--- src/rtl/arith_pkg.sv ---
// Shared types and sizing helpers for the divide/mod arithmetic datapaths.
// The modulus and reconstruction units both use these, so one controller can drive either.
package arith_pkg;

    localparam int DEFAULT_WIDTH = 32;

    function automatic int cnt_width(input int w);
        return (w > 1) ? $clog2(w) : 1;
    endfunction

    localparam int CNT_WIDTH = cnt_width(DEFAULT_WIDTH);

    typedef enum logic [1:0] {
        IDLE = 2'd0,
        ADD  = 2'd1,
        DONE = 2'd2
    } state_t;

endpackage

--- src/rtl/recon_step.sv ---
// One shift-and-add iteration of Q*B+R: conditionally add the multiplicand, then shift.
// Purely combinational so a wider variant can chain several per clock.
module recon_step #(
    parameter int WIDTH = 32
) (
    input  logic [2*WIDTH-1:0] acc,
    input  logic [2*WIDTH-1:0] mcand,
    input  logic [WIDTH-1:0]   mplier,
    output logic [2*WIDTH-1:0] acc_next,
    output logic [2*WIDTH-1:0] mcand_next,
    output logic [WIDTH-1:0]   mplier_next
);

    // The accumulator is double width, so the add never drops a carry.
    always_comb begin
        acc_next    = mplier[0] ? (acc + mcand) : acc;
        mcand_next  = mcand << 1;
        mplier_next = mplier >> 1;
    end

endmodule

--- src/rtl/divmod_recon_dp.sv ---
// Reconstructs A = Q*B + R one multiplier bit per clock, flagging overflow and R >= B.
// Uses the same start/busy/done handshake as the repeated-subtraction modulus datapath.
module divmod_recon_dp
    import arith_pkg::*;
#(
    parameter int WIDTH = DEFAULT_WIDTH
) (
    input  logic             clk,
    input  logic             reset,
    input  logic             start,
    input  logic [WIDTH-1:0] Q,
    input  logic [WIDTH-1:0] B,
    input  logic [WIDTH-1:0] R,
    output logic [WIDTH-1:0] result,
    output logic             busy,
    output logic             done,
    output logic             overflow,
    output logic             rem_err
);

    localparam int CNT_W = (WIDTH == DEFAULT_WIDTH) ? CNT_WIDTH : cnt_width(WIDTH);
    localparam logic [CNT_W-1:0] LAST_CNT = CNT_W'(WIDTH - 1);

    state_t               state;
    logic [2*WIDTH-1:0]   acc;
    logic [2*WIDTH-1:0]   mcand;
    logic [WIDTH-1:0]     mplier;
    logic [CNT_W-1:0]     cnt;
    logic                 rem_err_pend;

    logic [2*WIDTH-1:0]   acc_step;
    logic [2*WIDTH-1:0]   mcand_step;
    logic [WIDTH-1:0]     mplier_step;

    recon_step #(
        .WIDTH (WIDTH)
    ) u_step (
        .acc         (acc),
        .mcand       (mcand),
        .mplier      (mplier),
        .acc_next    (acc_step),
        .mcand_next  (mcand_step),
        .mplier_next (mplier_step)
    );

    // Fixed WIDTH iterations with no early exit, so latency never depends on the operands.
    always_ff @(posedge clk) begin
        if (reset) begin
            state        <= IDLE;
            acc          <= '0;
            mcand        <= '0;
            mplier       <= '0;
            cnt          <= '0;
            rem_err_pend <= 1'b0;
            result       <= '0;
            busy         <= 1'b0;
            done         <= 1'b0;
            overflow     <= 1'b0;
            rem_err      <= 1'b0;
        end else begin
            case (state)
                IDLE: begin
                    done <= 1'b0;
                    if (start) begin
                        acc          <= {{WIDTH{1'b0}}, R};
                        mcand        <= {{WIDTH{1'b0}}, B};
                        mplier       <= Q;
                        cnt          <= '0;
                        rem_err_pend <= (R >= B);
                        busy         <= 1'b1;
                        state        <= ADD;
                    end
                end
                ADD: begin
                    acc    <= acc_step;
                    mcand  <= mcand_step;
                    mplier <= mplier_step;
                    cnt    <= cnt + 1'b1;
                    if (cnt == LAST_CNT) begin
                        result   <= acc_step[WIDTH-1:0];
                        overflow <= |acc_step[2*WIDTH-1:WIDTH];
                        rem_err  <= rem_err_pend;
                        done     <= 1'b1;
                        busy     <= 1'b0;
                        state    <= DONE;
                    end
                end
                DONE: begin
                    done  <= 1'b0;
                    state <= IDLE;
                end
                default: begin
                    state <= IDLE;
                end
            endcase
        end
    end

endmodule
--- config.mk ---
export PLATFORM = sky130hd
export DESIGN_NAME = divmod_recon_dp
export DESIGN_NICKNAME = d
export VERILOG_FILES = /design/src/rtl/arith_pkg.sv /design/src/rtl/recon_step.sv /design/src/rtl/divmod_recon_dp.sv
export SDC_FILE = /design/constraint.sdc
export NUM_CORES = 1
export LEC_CHECK = 0
export ABC_AREA = 1
export BUFFER_PORTS_ARGS = -buffer_cell sky130_fd_sc_hd__buf_2
export CORE_MARGIN = 3
export CORE_UTILIZATION = 47
export CTS_BUF_LIST = sky130_fd_sc_hd__clkbuf_8
export DETAILED_ROUTE_END_ITERATION = 7
export GPL_TIMING_DRIVEN = 0
export PLACE_DENSITY = 0.63
export SYNTH_ARGS = -nofsm -noshare
export SYNTH_HDL_FRONTEND = slang
export SYNTH_HIERARCHICAL = 1
export SYNTH_SLANG_ARGS = --single-unit
--- constraint.sdc ---
create_clock -name clk -period 3.8 [get_ports clk]
set_input_delay 0.38 -clock clk [delete_from_list [all_inputs] [get_ports clk]]
set_output_delay 0.38 -clock clk [all_outputs]
set_load 0.05 [all_outputs]
==> parameters.txt <==
Parameter                              Value

Run status
  Outcome ... finished, final reports clean

Synthesis
  Top_reg_cell synth ... sky130_fd_sc_hd__dfxtp_1
  Dominant cells by area after synthesis ... sky130_fd_sc_hd__dfxtp_1, sky130_fd_sc_hd__nand2_1, sky130_fd_sc_hd__inv_1
  Total number of yosys warnings ... 6
  Post-synthesis instance area ... 16000 um^2
  Flop and latch count out of synthesis ... 204
  Sequential share of the synthesized area ... 25.5%
  Fraction of post-synthesis cell area in the top cell type by area ... 25.5%
  Fraction of registers with async set/reset ... 0%
  Biggest area consumer among synthesized cells ... sky130_fd_sc_hd__dfxtp_1
  Distinct cells, synth ... 40
  Count of flip-flops with a built-in enable after synthesis ... 0
  Post-synthesis cell count ... 2695
  Average size of a mapped cell ... 5.94 um^2

GRT
  Number of antenna violations at the first check in global routing ... 1
  Vias in the first global route ... 15700
  Overall routing resource usage ... 30.9%
  Final global-route overflow total ... 0
  Pin count of the biggest net entering global routing ... 11
  Wire length of the first global-routing pass ... 86500 um

Clock tree
  Number of buffers inserted by hold repair at cts ... 0
  Buffer count from post-CTS setup fixing ... 0
  Number of clock sinks ... 204
  H-tree Lvls ... 2
  Root Buffer ... sky130_fd_sc_hd__clkbuf_8
  Number of buffers on the longest clock path ... 3
  Clock insertion delay at the later pin of the skew report ... 610 ps
  Clock transition at the registers of the reported paths ... 60 ps
  Clock buffers created by TritonCTS ... 38
  CTS tree ... yes

Worst setup path
  Worst reg2reg setup slack ... 140 ps
  Startpoint of the worst-slack reg-to-reg timing path ... acc[0]
  Worst setup path category ... reg2reg
  Endpoint type of the worst setup path ... register
  CP Data Required Time ... 4300 ps
  Startpoint types ... register
  Cells traversed along the worst timing path ... ha_1, fa_1, nand3_1, nand3_2, nand2_1, nand2_1, nand3_1, nand3_1, nand2_1, nand3b_1, nand3_1, nand2_1, nor2_1, nand2_1, nor4_4, nand3_1, nor2_1, nor2_1
  Arrival time of the worst setup path ... 4160 ps
  CP Launch Point ... acc[0]
  Slowest CP cell ... sky130_fd_sc_hd__fa_1
  Maximum net fanout on the critical path ... 5
  Largest incremental delay on the critical path ... 510 ps
  Worst Setup EP ... overflow
  Length in cells of the worst reg-to-reg path ... 18
  Worst reg2reg path endpoint ... overflow

Drt
  Router iterations before antenna repair ... 5
  Vias per cell ... 5.14
  Remaining antenna violation count after routing ... 0
  Number of vias in the routed layout ... 17200
  Routed wire per std cell ... 17.0 um
  Violation count after the first detailed-route iteration ... 1390
  # DRC ... 0
  Total wire length ... 56800 um

STA
  Final number of max-transition violations ... 0
  Clock skew after layout ... 41.1 ps
  Count of endpoints failing hold in the final timing report ... 0
  Maximum achievable frequency ... 0.273 GHz
  Final critical-path share of the clock period ... 96.4%
  Worst max-slew margin expressed relative to the limit ... 30.0%
  Setup repair after global routing missed its margin ... false
  Final worst hold slack ... 36.8 ps
  Min Clock Period, post-route ... 3660 ps
  Final setup fails ... 0
  Slew @ Worst Pin ... 1040 ps

Pwr
  Peak VDD IR ... 0.373 mV
  Leak ... 9.57 nW
  Total power density per cell area ... 322 nW/um^2
  Post-route total power ... 5.82 mW

Cells and area
  Synthesis-to-layout area growth ... 12.8%
  Multi-input gate area in the final layout ... 9430 um^2
  FF/Latch Area ... 4080 um^2
  Net count reported at finish ... 3067
  Fill cell instance count of the final layout ... 3518
  Number of standard cells in the final layout excluding fillers ... 3337
  Share of post-route cells with drive strength above 1 ... 14.3%

Placement
  Placed Instances ... 3272
  Final estimated routing congestion in global placement ... 1.01
  Total half-perimeter wirelength after legalization and detailed placement ... 45800 um
  Input/output buffers ... 134

Floorplan
  Initial core utilization ... 48.5%
  Die X-Extent ... 191 um
  Die extent in y ... 191 um
  DIE AREA ... 36300 um^2
  Ports placed on the boundary ... 135
  Number of rows in the core area ... 66
  Core Area ... 33000 um^2

Worst hold path
  Worst hold path class ... in2reg
  Hold wc startpoint ... Q[9]

Run
  Maximum Capacitance Violations ... 0
-- Yosys cell counts (28+ instances only) --
library cell                  n
sky130_fd_sc_hd__a21oi_1    153
sky130_fd_sc_hd__a31oi_1     69
sky130_fd_sc_hd__buf_4       97
sky130_fd_sc_hd__clkbuf_1    59
sky130_fd_sc_hd__dfxtp_1    204
sky130_fd_sc_hd__ha_1        97
sky130_fd_sc_hd__inv_1      359
sky130_fd_sc_hd__nand2_1   1062
sky130_fd_sc_hd__nand3_1    111
sky130_fd_sc_hd__nor2_1     137
sky130_fd_sc_hd__nor2_2      28
sky130_fd_sc_hd__o21ai_0     91
sky130_fd_sc_hd__o21ai_1     50
-- through the flow --
stage	TNS (ps)	util (%)	setup slack [ps]	instance area [um^2]
after floorplan	0	-	1200	16000
after global placement	-139	52.2	-139	17200
after detailed placement	-116	52.2	-116	17200
after CTS	0	54.6	56.8	18000
after global routing	0	54.7	2.65	18100
final	0	54.7	137	18100
-- where the power goes --
group / switching (mW) / internal (mW)
registers: 0.0832 / 2.25
clock network: 1.02 / 1.24
logic: 0.802 / 0.430
total: 1.90 / 3.92
-- worst min path at each step --
stage / to / slack (ps) / depth (start not counted)
after floorplan: cnt[4] / 450 / 2
after global placement: cnt[4] / 450 / 2
after detailed placement: result[7] / 460 / 2
after CTS: mplier[31] / 1 / 3
after global routing: mplier[6] / 20 / 3
final: mplier[9] / 40 / 3
-- cells in the final DEF (no fill, tap or decap), types with 7 or more instances in the layout --
master,Yosys,layout
sky130_fd_sc_hd__dfxtp_1,204,204
sky130_fd_sc_hd__nand3_1,111,111
sky130_fd_sc_hd__clkbuf_1,59,59
sky130_fd_sc_hd__nor2_4,7,7
sky130_fd_sc_hd__ha_1,97,97
sky130_fd_sc_hd__nand4_1,12,12
sky130_fd_sc_hd__buf_2,21,155
sky130_fd_sc_hd__nor2_1,137,137
sky130_fd_sc_hd__buf_4,97,97
sky130_fd_sc_hd__nand2_1,1062,1061
sky130_fd_sc_hd__o21ai_0,91,91
sky130_fd_sc_hd__nor2_2,28,28
sky130_fd_sc_hd__xnor2_1,26,26
sky130_fd_sc_hd__o21ai_1,50,50
sky130_fd_sc_hd__inv_1,359,368
sky130_fd_sc_hd__nand3_2,9,9
sky130_fd_sc_hd__a21oi_1,153,153
sky130_fd_sc_hd__inv_2,14,14
sky130_fd_sc_hd__nor3_1,10,10
sky130_fd_sc_hd__nand3b_1,9,9
sky130_fd_sc_hd__clkbuf_8,0,50
sky130_fd_sc_hd__nand2_2,24,25
sky130_fd_sc_hd__buf_1,7,7
sky130_fd_sc_hd__a31oi_1,69,69
-- logic make-up after synthesis --
kind of cell | after synthesis | share of synthesized area (%)
DFF | 204 | 25.5
adders and majority gates | 98 | 7.70
buffers and inverters | 564 | 15.9
other | 1 | 0.0234
xor gates and xnor gates | 28 | 1.53
AOI/OAI and AO/OA | 370 | 12.2
and+or+nand+nor | 1430 | 37.1
-- critical path: cells and delay by family, from the launching register on --
| kind | cells | cell delay [ps] |
|---|---|---|
| flops | 1 | 320 |
| fa+ha+maj | 2 | 790 |
| simple gates | 16 | 2440 |
-- per-layer routing --
| metal | global-route usage, % | vias up | share of wire, % |
|---|---|---|---|
| met5 | 0 | - | 0 |
| met4 | 7.79 | 0 | 2.2 |
| met3 | 6.65 | 73 | 8.3 |
| met2 | 45.8 | 612 | 41 |
| met1 | 45.5 | 7782 | 49 |
| li1 | - | 8693 | - |
-- sequential cells by signal (all words and copies together), names as in the netlist --
register and cells:
acc 64, busy 1, cnt 5, done 1, mcand 64, mplier 32, overflow 1, rem_err 1
rem_err_pend 1, result 32, state 2
-- what timing repair did --
action                     CTS  global route
pin swaps                    0             0
cloned                       0             0
setup endpoints to repair    1             1
gates resized for setup      1             5
-- final cells by class --
cell class,count,area share (%)
antenna,1,0.0138
timing repair buffer,134,3.71
buffer,189,6.29
clock inverter,14,0.519
clock buffer,50,3.81
inverter,375,7.79
multi-input combinational,1928,52.2
tap,442,3.06
sequential,204,22.6
(Power assumes the default switching activity.)
